<file path="src/rtl/dpram_march_bist.sv">
// dpram_march_bist: march-test BIST controller for the team's dual-port RAM.
// Three phases run over every address:
//   BG  - ascending background write of PATTERN on port A
//   RWI - ascending read on port B, write ~PATTERN on port A
//   RDD - descending read on both ports
// Each read command loads a one-entry pending register (address, expected data,
// phase, which ports to check). That entry is compared against ram_dout on the
// next rising edge. The first mismatch is captured, and the run stops on that edge.
//
// Handshake: start is a one-cycle request. It is accepted only in IDLE or DONE.
// busy stays high from the start edge until done rises. done, pass and fail_*
// hold until the next accepted start or Clr.
module dpram_march_bist #(
  parameter int                ADDR_W  = 8,
  parameter int                DATA_W  = 8,
  parameter logic [DATA_W-1:0] PATTERN = 8'h55
) (
  input  logic              Clk,
  input  logic              Clr,
  input  logic              start,
  output logic              busy,
  output logic              done,
  output logic              pass,
  output logic [ADDR_W-1:0] fail_addr,
  output logic [DATA_W-1:0] fail_expected,
  output logic [DATA_W-1:0] fail_actual,
  output logic [1:0]        fail_phase,
  output logic              fail_port,
  output logic              ram_SPM,
  output logic              ram_WeA,
  output logic              ram_WeB,
  output logic [ADDR_W-1:0] ram_addrA,
  output logic [ADDR_W-1:0] ram_addrB,
  output logic [DATA_W-1:0] ram_dinA,
  output logic [DATA_W-1:0] ram_dinB,
  input  logic [DATA_W-1:0] ram_doutA,
  input  logic [DATA_W-1:0] ram_doutB,
  output logic [2:0]        dbg_state_o
);

  localparam logic [DATA_W-1:0] PAT_INV = ~PATTERN;

  typedef enum logic [2:0] {
    S_IDLE = 3'd0,
    S_BG   = 3'd1,
    S_RWI  = 3'd2,
    S_RDD  = 3'd3,
    S_CHK  = 3'd4,
    S_DONE = 3'd5
  } state_t;

  state_t            state_q, state_d;
  logic [ADDR_W-1:0] idx_q, idx_d;
  logic              busy_q, busy_d;
  logic              done_q, done_d;
  logic              pass_q, pass_d;
  logic [ADDR_W-1:0] fail_addr_q, fail_addr_d;
  logic [DATA_W-1:0] fail_exp_q, fail_exp_d;
  logic [DATA_W-1:0] fail_act_q, fail_act_d;
  logic [1:0]        fail_phase_q, fail_phase_d;
  logic              fail_port_q, fail_port_d;
  logic              we_a_q, we_a_d;
  logic [ADDR_W-1:0] addr_q, addr_d;
  logic [DATA_W-1:0] din_a_q, din_a_d;
  logic              pend_a_q, pend_a_d;   // pending compare on port A
  logic              pend_b_q, pend_b_d;   // pending compare on port B
  logic [ADDR_W-1:0] pend_addr_q, pend_addr_d;
  logic [DATA_W-1:0] pend_exp_q, pend_exp_d;
  logic [1:0]        pend_phase_q, pend_phase_d;

  logic idx_last;
  logic mis_a;
  logic mis_b;
  logic mismatch;

  // Compare the pending read against returned data, and detect the terminal index.
  always_comb begin
    mis_a    = pend_a_q && (ram_doutA != pend_exp_q);
    mis_b    = pend_b_q && (ram_doutB != pend_exp_q);
    mismatch = mis_a || mis_b;
    idx_last = (state_q == S_RDD) ? (idx_q == '0) : (idx_q == '1);
  end

  // State and datapath registers with synchronous clear.
  always_ff @(posedge Clk) begin
    if (Clr) begin
      state_q      <= S_IDLE;
      idx_q        <= '0;
      busy_q       <= 1'b0;
      done_q       <= 1'b0;
      pass_q       <= 1'b0;
      fail_addr_q  <= '0;
      fail_exp_q   <= '0;
      fail_act_q   <= '0;
      fail_phase_q <= 2'd0;
      fail_port_q  <= 1'b0;
      we_a_q       <= 1'b0;
      addr_q       <= '0;
      din_a_q      <= '0;
      pend_a_q     <= 1'b0;
      pend_b_q     <= 1'b0;
      pend_addr_q  <= '0;
      pend_exp_q   <= '0;
      pend_phase_q <= 2'd0;
    end else begin
      state_q      <= state_d;
      idx_q        <= idx_d;
      busy_q       <= busy_d;
      done_q       <= done_d;
      pass_q       <= pass_d;
      fail_addr_q  <= fail_addr_d;
      fail_exp_q   <= fail_exp_d;
      fail_act_q   <= fail_act_d;
      fail_phase_q <= fail_phase_d;
      fail_port_q  <= fail_port_d;
      we_a_q       <= we_a_d;
      addr_q       <= addr_d;
      din_a_q      <= din_a_d;
      pend_a_q     <= pend_a_d;
      pend_b_q     <= pend_b_d;
      pend_addr_q  <= pend_addr_d;
      pend_exp_q   <= pend_exp_d;
      pend_phase_q <= pend_phase_d;
    end
  end

  // Next-state selection; a mismatch ends the run immediately.
  always_comb begin
    state_d = state_q;
    case (state_q)
      S_IDLE, S_DONE: if (start) state_d = S_BG;
      S_BG:           if (idx_last) state_d = S_RWI;
      S_RWI:          if (idx_last) state_d = S_RDD;
      S_RDD:          if (idx_last) state_d = S_CHK;
      S_CHK:          state_d = S_DONE;
      default:        state_d = S_IDLE;
    endcase
    if (mismatch) state_d = S_DONE;
  end

  // Next values of commands, pending entry, status and captured failure.
  always_comb begin
    idx_d        = idx_q;
    busy_d       = busy_q;
    done_d       = done_q;
    pass_d       = pass_q;
    fail_addr_d  = fail_addr_q;
    fail_exp_d   = fail_exp_q;
    fail_act_d   = fail_act_q;
    fail_phase_d = fail_phase_q;
    fail_port_d  = fail_port_q;
    we_a_d       = 1'b0;
    addr_d       = '0;
    din_a_d      = '0;
    pend_a_d     = 1'b0;
    pend_b_d     = 1'b0;
    pend_addr_d  = '0;
    pend_exp_d   = '0;
    pend_phase_d = 2'd0;
    case (state_q)
      S_IDLE, S_DONE: begin
        if (start) begin
          busy_d       = 1'b1;
          done_d       = 1'b0;
          pass_d       = 1'b0;
          fail_addr_d  = '0;
          fail_exp_d   = '0;
          fail_act_d   = '0;
          fail_phase_d = 2'd0;
          fail_port_d  = 1'b0;
          idx_d        = '0;
        end
      end
      S_BG: begin
        we_a_d  = 1'b1;
        addr_d  = idx_q;
        din_a_d = PATTERN;
        idx_d   = idx_last ? '0 : idx_q + 1'b1;
      end
      S_RWI: begin
        // Mode 10: port B returns the value before this cycle's port-A write.
        we_a_d       = 1'b1;
        addr_d       = idx_q;
        din_a_d      = PAT_INV;
        pend_b_d     = 1'b1;
        pend_addr_d  = idx_q;
        pend_exp_d   = PATTERN;
        pend_phase_d = 2'd1;
        idx_d        = idx_last ? '1 : idx_q + 1'b1;
      end
      S_RDD: begin
        addr_d       = idx_q;
        pend_a_d     = 1'b1;
        pend_b_d     = 1'b1;
        pend_addr_d  = idx_q;
        pend_exp_d   = PAT_INV;
        pend_phase_d = 2'd2;
        idx_d        = idx_q - 1'b1;
      end
      S_CHK: begin
        busy_d = 1'b0;
        done_d = 1'b1;
        pass_d = 1'b1;
      end
      default: ;
    endcase
    if (mismatch) begin
      // Stop on the failing edge: no further RAM command, port A reported first.
      we_a_d       = 1'b0;
      addr_d       = '0;
      din_a_d      = '0;
      pend_a_d     = 1'b0;
      pend_b_d     = 1'b0;
      pend_addr_d  = '0;
      pend_exp_d   = '0;
      pend_phase_d = 2'd0;
      busy_d       = 1'b0;
      done_d       = 1'b1;
      pass_d       = 1'b0;
      fail_addr_d  = pend_addr_q;
      fail_exp_d   = pend_exp_q;
      fail_phase_d = pend_phase_q;
      fail_port_d  = mis_a ? 1'b0 : 1'b1;
      fail_act_d   = mis_a ? ram_doutA : ram_doutB;
    end
  end

  assign busy          = busy_q;
  assign done          = done_q;
  assign pass          = pass_q;
  assign fail_addr     = fail_addr_q;
  assign fail_expected = fail_exp_q;
  assign fail_actual   = fail_act_q;
  assign fail_phase    = fail_phase_q;
  assign fail_port     = fail_port_q;
  assign ram_SPM       = 1'b0;
  assign ram_WeA       = we_a_q;
  assign ram_WeB       = 1'b0;
  assign ram_addrA     = addr_q;
  assign ram_addrB     = addr_q;
  assign ram_dinA      = din_a_q;
  assign ram_dinB      = '0;
  assign dbg_state_o   = state_q;

endmodule

</file>
<file path="config.mk">
export PLATFORM = sky130hd
export DESIGN_NAME = dpram_march_bist
export DESIGN_NICKNAME = d
export VERILOG_FILES = /design/src/rtl/dpram_march_bist.sv
export SDC_FILE = /design/constraint.sdc
export NUM_CORES = 1
export LEC_CHECK = 0
export CORE_MARGIN = 2
export CORE_UTILIZATION = 43
export DETAILED_ROUTE_END_ITERATION = 7
export PLACE_DENSITY = 0.85
export SLEW_MARGIN = 5
export SYNTH_ARGS = -nofsm -noshare
export SYNTH_HDL_FRONTEND = slang
export SYNTH_SLANG_ARGS = --single-unit
export TNS_END_PERCENT = 5
</file>
<file path="constraint.sdc">
create_clock -name Clk -period 1.8 [get_ports Clk]
set_input_delay 0.36 -clock Clk [delete_from_list [all_inputs] [get_ports Clk]]
set_output_delay 0.36 -clock Clk [all_outputs]
set_load 0.01 [all_outputs]
</file>
## After elaboration in Yosys (flattened, before gate mapping)

Cells that the tools add are included.

| storage, ports and cells | value |
|---|---|
| register bits after elaboration | 78 |
| input bits | 19 |
| output and inout bits | 68 |
| logic and storage cells | 95 |

| cells by class | value |
|---|---|
| add/subtract/negate cells | 2 |
| equal/unequal tests | 16 |
| muxes and demuxes | 33 |
| bitwise operators | 2 |
| reduce and logical (&&, ||, !) cells | 23 |

Operators with widths:

| cell | number |
|---|---|
| $mux 8 | 8 |
| $pmux 8 s2 | 2 |
| $pmux 8 s4 | 1 |
| $ne 8x8->1 | 2 |
| $mux 3 | 5 |
| $pmux 3 s5 | 1 |
| $ne 3x3->1 const B | 4 |
| $mux 1 | 10 |
| $reduce_or 3->1 | 3 |
| $add 8x1->8 const B | 1 |
| $eq 8x8->1 const B | 1 |
| $logic_not 8->1 | 1 |
| $ne 2x2->1 const B | 4 |
| $reduce_and 2->1 | 4 |
| $reduce_and 4->1 | 2 |
| $reduce_or 2->1 | 4 |
| $sub 8x1->8 const B | 1 |
| $eq 3x2->1 const B | 2 |
| $eq 3x3->1 const B | 2 |
| $mux 2 | 3 |
| $reduce_bool 2->1 | 3 |
| $pmux 1 s2 | 2 |
| $pmux 2 s2 | 1 |
| $reduce_bool 4->1 | 1 |
| 6 further kinds | 8 |

## Depth between registers and ports, before layout

| depth | value |
|---|---|
| word-level depth | 5 |
| gate-level depth with buffers | 7 |
| mapped depth without buffers | 7 |

## Least setup slack after synthesis

No wires, ideal clock.

| timing | value |
|---|---|
| path type | flip-flop to flip-flop |
| start point | register idx_q[0] |
| end point | register state_q[1] (netlist: dbg_state_o[1]) |
| library setup time | 86 ps |
| arrival time | 1669 ps |
| required time | 1714 ps |
| setup slack | 45 ps |
| cell stages (with the launch flop) | 8 |
| path buffers | 0 |
| path through | dfxtp_1 -> inv_1 -> ha_1 -> or3b_2 -> nor4_4 -> a41o_1 -> nand3_1 -> a211oi_1 |

| between the ends | value |
|---|---|
| word-level cells in the longest chain between the ends | 4 |
| elaborated cells on any way between the ends | 7 |
| classes of those cells | eq/ne (4); mux (1); reduce/logical (2) |

RTL lines:

| item | RTL line | RTL |
|---|---|---|
| start: declaration | 53 | `logic [ADDR_W-1:0] idx_q, idx_d;` |
| start signal: assignment | 107 | `idx_q <= idx_d;` |
| $eq 8x8->1 / $logic_not 8->1 (equally long branches) | 81 | `idx_last = (state_q == S_RDD) ? (idx_q == '0) : (idx_q == '1);` |
| $mux 1 * | 81 |  |
| $ne 2x2->1 (no line) | - |  |
| $reduce_and 4->1 (no line) * | - |  |
| end signal: assignment | 106 | `state_q <= state_d;` |
| end: declaration | 52 | `state_t state_q, state_d;` |

Every way passes the cells marked *; elsewhere a longest branch is shown, timed or not.
A chain may end at the register's enable or synchronous reset.

## Worst setup path after layout

| timing | value |
|---|---|
| start point | input ram_doutA[7] |
| end point | register fail_act_q[1] (netlist: fail_actual[1]) |

| between the ends | value |
|---|---|
| word-level cells in the longest chain between the ends | 5 |
| elaborated cells on any way between the ends | 8 |
| classes of those cells | eq/ne (1); mux (2); reduce/logical (5) |

RTL lines:

| item | RTL line | RTL |
|---|---|---|
| start: declaration | 36 | `input logic [DATA_W-1:0] ram_doutA,` |
| $ne 8x8->1 * | 78 | `mis_a = pend_a_q && (ram_doutA != pend_exp_q);` |
| $logic_and 1x1->1 * | 78 |  |
| $logic_or 1x1->1 | 80 | `mismatch = mis_a \|\| mis_b;` |
| $reduce_bool 2->1 (no line) | - |  |
| $reduce_and 2->1 (no line) | - |  |
| end signal: assignment | 113 | `fail_act_q <= fail_act_d;` |
| end: declaration | 59 | `logic [DATA_W-1:0] fail_act_q, fail_act_d;` |

Marked as above.

==> results.py <==
metrics = {
    "synth": {
        "synth-warning-count": 0,
        "synth_area_leader_cell": "sky130_fd_sc_hd__dfxtp_1",
        "synth_edf_count": 0,
        "synth_top_flop_cell": "sky130_fd_sc_hd__dfxtp_1",
        "ys_ff_latch": 55,
        "seq_area_frac_synth_pct": 38.2,
        "synthDistinctLibCells": 47,
        "synth_area_leaders": "sky130_fd_sc_hd__dfxtp_1 38%, sky130_fd_sc_hd__buf_4 8.9%, sky130_fd_sc_hd__o21ai_0 4.7%",
        "post_synth_inst_count": 341,
        "syn-mean-instance-area_um2": 8.44,
        "netlist.area_leader.share_pct": 38.2,
        "postSynth.asyncResetShare_pct": 0,
        "post_synth_instance_area_mm2": 0.00288,
    },
    "detailed_routing": {
        "detail_route.first_pass.iterations": 7,
        "postRouteAntennaNets": 0,
        "post_drt_via_cell_ratio": 5.87,
        "wl_per_cell_um": 18.3,
        "drt_wl_total_um": 9290,
        "first_iter_violations": 285,
        "drc": 7,
        "num_vias": 2990,
    },
    "clocking": {
        "cts_max_level": 2,
        "tritoncts_clock_tree": "yes",
        "cts.path.max_buffers": 2,
        "cts-root-buf": "sky130_fd_sc_hd__clkbuf_8",
        "clock_latency_on_the_worst_skew_pair_ps": 330,
        "worst_setup_hold_path_clk_slew_ps": 110,
        "clock_sink_count": 55,
        "numCtsBuffers": 5,
    },
    "floorplan": {
        "die_h_um": 85.8,
        "initial_utilization_pct": 44.8,
        "num_io_pins": 87,
        "std_cell_rows": 29,
        "die_x_um": 85.8,
        "coreArea_mm2": 0.00642,
        "floorplan.die_area_mm2": 0.00737,
    },
    "layout": {
        "multi_input_gate_area_mm2": 0.00164,
        "seq_area_mm2": 0.00111,
        "finalInstanceArea_mm2": 0.00426,
        "final_common_cell": "sky130_fd_sc_hd__clkdlybuf4s50_1",
        "area_delta_synth_final_pct": 48.0,
        "drive_above_1_share_pct": 24.8,
        "antenna-diode-count": 0,
        "finish.net_count": 453,
        "fillers": 476,
        "layout.cells.most_common_list": "63 x sky130_fd_sc_hd__clkdlybuf4s50_1, 49 x sky130_fd_sc_hd__dfxtp_1, 46 x sky130_fd_sc_hd__buf_4, 25 x sky130_fd_sc_hd__a21oi_1, 18 x sky130_fd_sc_hd__and2_1",
    },
    "power": {
        "power.share.switching_pct": 28.1,
        "total_leakage_power_nw": 1.63,
        "finalPower_mw": 2.37,
        "sequentialPowerShare_pct": 53.1,
        "vdd.ir_drop.worst_mv": 0.291,
        "netSwitchingPower_uw": 667,
        "share_comb_of_total_power_pct": 15.4,
        "power.density_cell_area_mw_per_mm2": 557,
        "p_int_mw": 1.71,
        "clock_power_share_pct": 31.5,
    },
    "outcome": {
        "failed_checks": "design-rule violations, negative setup slack",
        "status": "finished, violations left",
    },
    "setup_path": {
        "rrSetupSlack_ps": -170,
        "worst_r2r_startpoint": "pend_exp_q[5]$_SDFF_PP0_",
        "worst-path-max-fanout": 8,
        "critical_path.n_buffers_inverters": 2,
        "critical_path_class": "in2reg",
        "worst-path-stages": 6,
        "critical_path_required_ps": 2010,
        "critPathCapture": "fail_actual[1]$_SDFFE_PP0P_",
        "crit_path_start_kind": "primary input",
        "chain_of_cells_forming_the_critical_path": "clkdlybuf4s50_1 > mux2i_1 > o21a_2 > bufbuf_16 > nand2_1 > a311oi_1",
        "setup.worst_path.end_class": "register",
        "worst_ep_arrival_time_ps": 2200,
        "crit_start": "ram_doutA[7]",
        "slowest_cell_delay_on_critical_path_ps": 500,
        "r2r_cells": 7,
        "crit_path_top_delay_cell": "sky130_fd_sc_hd__clkdlybuf4s50_1",
        "timing.rr.end": "fail_actual[1]$_SDFFE_PP0P_",
        "cell_family_with_the_largest_share_of_critical_path_delay": "buffers and inverters",
    },
    "sta": {
        "skew_ps": 9.47,
        "final-setup-viol-count": 34,
        "timing_hold_violations_final": 0,
        "fmax_ghz": 0.502,
        "rsz0062_at_grt": "true",
        "period_share_pct": 111,
        "finalCriticalPeriod_ps": 1990,
        "final_max_slew_viol_count": 0,
        "setup_ws_ps": -191,
    },
    "grt": {
        "number_of_global_route_vias_before_repair": 2814,
        "maximum_number_of_pins_on_one_net_before_global_route_repair": 27,
        "first_pass_grt_wire_length_um": 13700,
        "overflow": 0,
        "grt_use_total_pct": 23.5,
        "grt_antenna_before_repair": 0,
    },
    "worst_hold_path": {
        "hold_path.class": "in2reg",
    },
    "placement": {
        "gp_congestion": 0.952,
        "dpl.hpwl_um": 6040,
        "detailed_place.area_mm2": 0.00381,
        "numPortBuffers": 76,
    },
    "flow_run": {
        "maxCapViolations": 0,
    },
}
[power by group through the flow]
stage | logic (mW) | clock network (mW) | registers, mW
2_1_floorplan | 0.149 | 0 | 1.29
3_3_place_gp | 0.306 | 0 | 1.28
3_5_place_dp | 0.311 | 0 | 1.28
4_1_cts | 0.325 | 0.744 | 1.26
5_1_grt | 0.388 | 0.810 | 1.26
6_report | 0.365 | 0.749 | 1.26
[stage by stage]
step                cells  hold slack (ps)  setup TNS (ps)  utilization (%)  setup WS (ps)
CTS                   508              482           -25.9             63.6          -25.9
global placement      496              452          -14270             59.4           -355
global route          509              435           -5220             66.3           -246
floorplan             350              435               0                -           45.1
finish                509              412           -1340             66.3           -191
detailed placement    496              463          -18570             59.4           -509
[repair_timing]
item | CTS | global route
resized for setup | 34 | 46
setup buffers | 3 | 1
hold buffers | 0 | 0
gates cloned | 1 | 0
endpoints found under the hold margin | 0 | 0
endpoints found under the setup margin | 47 | 56
pin swaps | 4 | 12
[worst min path at each step]
stage / to / start / cells after the start / slack (ps)
floorplan: fail_addr[0]$_SDFFE_PP0P_ / pend_addr_q[0]$_SDFF_PP0_ / 2 / 430
global placement: fail_addr[3]$_SDFFE_PP0P_ / pend_addr_q[3]$_SDFF_PP0_ / 2 / 450
CTS: pass$_SDFFE_PP0P_ / pass$_SDFFE_PP0P_ / 2 / 480
global route: fail_actual[3]$_SDFFE_PP0P_ / ram_doutB[3] / 3 / 430
finish: fail_actual[3]$_SDFFE_PP0P_ / ram_doutB[3] / 3 / 410
detailed placement: fail_addr[3]$_SDFFE_PP0P_ / pend_addr_q[3]$_SDFF_PP0_ / 2 / 460
[state kept, by name, summed over array words and instances (netlist names)]
name           count
idx_q              8
pend_b_q           1
pass               1
pend_exp_q         2
fail_addr          8
fail_expected      2
pend_addr_q        8
fail_port          1
dbg_state_o        3
ram_dinA           1
ram_addrA          8
pend_a_q           1
busy               1
fail_actual        8
ram_WeA            1
done               1
[worst reg2reg max path: cells and delay by family (launching register included)]
| kind | cells | cell delay, ps |
|---|---|---|
| simple gates | 2 | 610 |
| compound gates | 2 | 400 |
| flops | 1 | 370 |
| buf+inv | 2 | 290 |
| mux | 1 | 180 |
[cell type report]
cell class / count / area share [%]
inverter: 6 / 0.675
clock buffer: 5 / 1.62
tap: 77 / 2.26
multi-input combinational: 231 / 38.4
clock inverter: 3 / 0.617
sequential: 55 / 26.1
timing repair buffer: 132 / 30.2
[metal layers]
| layer | wire length (um) | vias up | GRT usage [%] | part of all wire (%) |
|---|---|---|---|---|
| li1 | - | 1374 | - | - |
| met1 | 3590 | 1422 | 28.6 | 39 |
| met2 | 4890 | 169 | 41.4 | 53 |
| met3 | 600 | 25 | 3.66 | 6.5 |
| met4 | 213 | 0 | 9.52 | 2.3 |
| met5 | 0 | - | 0 | 0 |
[synth_stat cells, types with 2 or more instances]
| master | n |
|---|---|
| sky130_fd_sc_hd__nand3_1 | 14 |
| sky130_fd_sc_hd__o21ai_0 | 27 |
| sky130_fd_sc_hd__a311oi_1 | 8 |
| sky130_fd_sc_hd__buf_2 | 9 |
| sky130_fd_sc_hd__nand4_1 | 11 |
| sky130_fd_sc_hd__and2_1 | 18 |
| sky130_fd_sc_hd__a21oi_1 | 26 |
| sky130_fd_sc_hd__and4_1 | 4 |
| sky130_fd_sc_hd__a21o_1 | 2 |
| sky130_fd_sc_hd__ha_1 | 3 |
| sky130_fd_sc_hd__clkbuf_1 | 14 |
| sky130_fd_sc_hd__dfxtp_1 | 55 |
| sky130_fd_sc_hd__o31ai_1 | 2 |
| sky130_fd_sc_hd__nor4_4 | 3 |
| sky130_fd_sc_hd__nand2b_1 | 3 |
| sky130_fd_sc_hd__o22ai_1 | 5 |
| sky130_fd_sc_hd__a211oi_1 | 5 |
| sky130_fd_sc_hd__buf_4 | 34 |
| sky130_fd_sc_hd__inv_1 | 6 |
| sky130_fd_sc_hd__or3_1 | 2 |
| sky130_fd_sc_hd__and3_1 | 2 |
| sky130_fd_sc_hd__o21a_1 | 2 |
| sky130_fd_sc_hd__xnor2_1 | 2 |
| sky130_fd_sc_hd__mux2i_1 | 5 |
| sky130_fd_sc_hd__a31oi_1 | 4 |
| sky130_fd_sc_hd__o211ai_1 | 2 |
| sky130_fd_sc_hd__nand2_1 | 16 |
| sky130_fd_sc_hd__nor3_1 | 7 |
| sky130_fd_sc_hd__nor4_1 | 14 |
| sky130_fd_sc_hd__nor2_1 | 14 |
| sky130_fd_sc_hd__nor3b_1 | 4 |
| sky130_fd_sc_hd__nor2b_1 | 3 |
[cell families (layout without fill, tap and decap cells)]
group / after synthesis / after routing / synth area share, %
flip-flops: 55 / 55 / 38.2
adder cells (fa/ha/maj): 3 / 3 / 1.30
AO/OA/AOI/OAI: 90 / 90 / 19.2
multiplexers: 5 / 5 / 1.74
AND/OR/NAND/NOR: 120 / 120 / 25.0
buffers and inverters: 64 / 146 / 13.4
other: 1 / 10 / 0.130
XOR/XNOR: 3 / 3 / 0.913
Power figures use the tool's default switching activity.
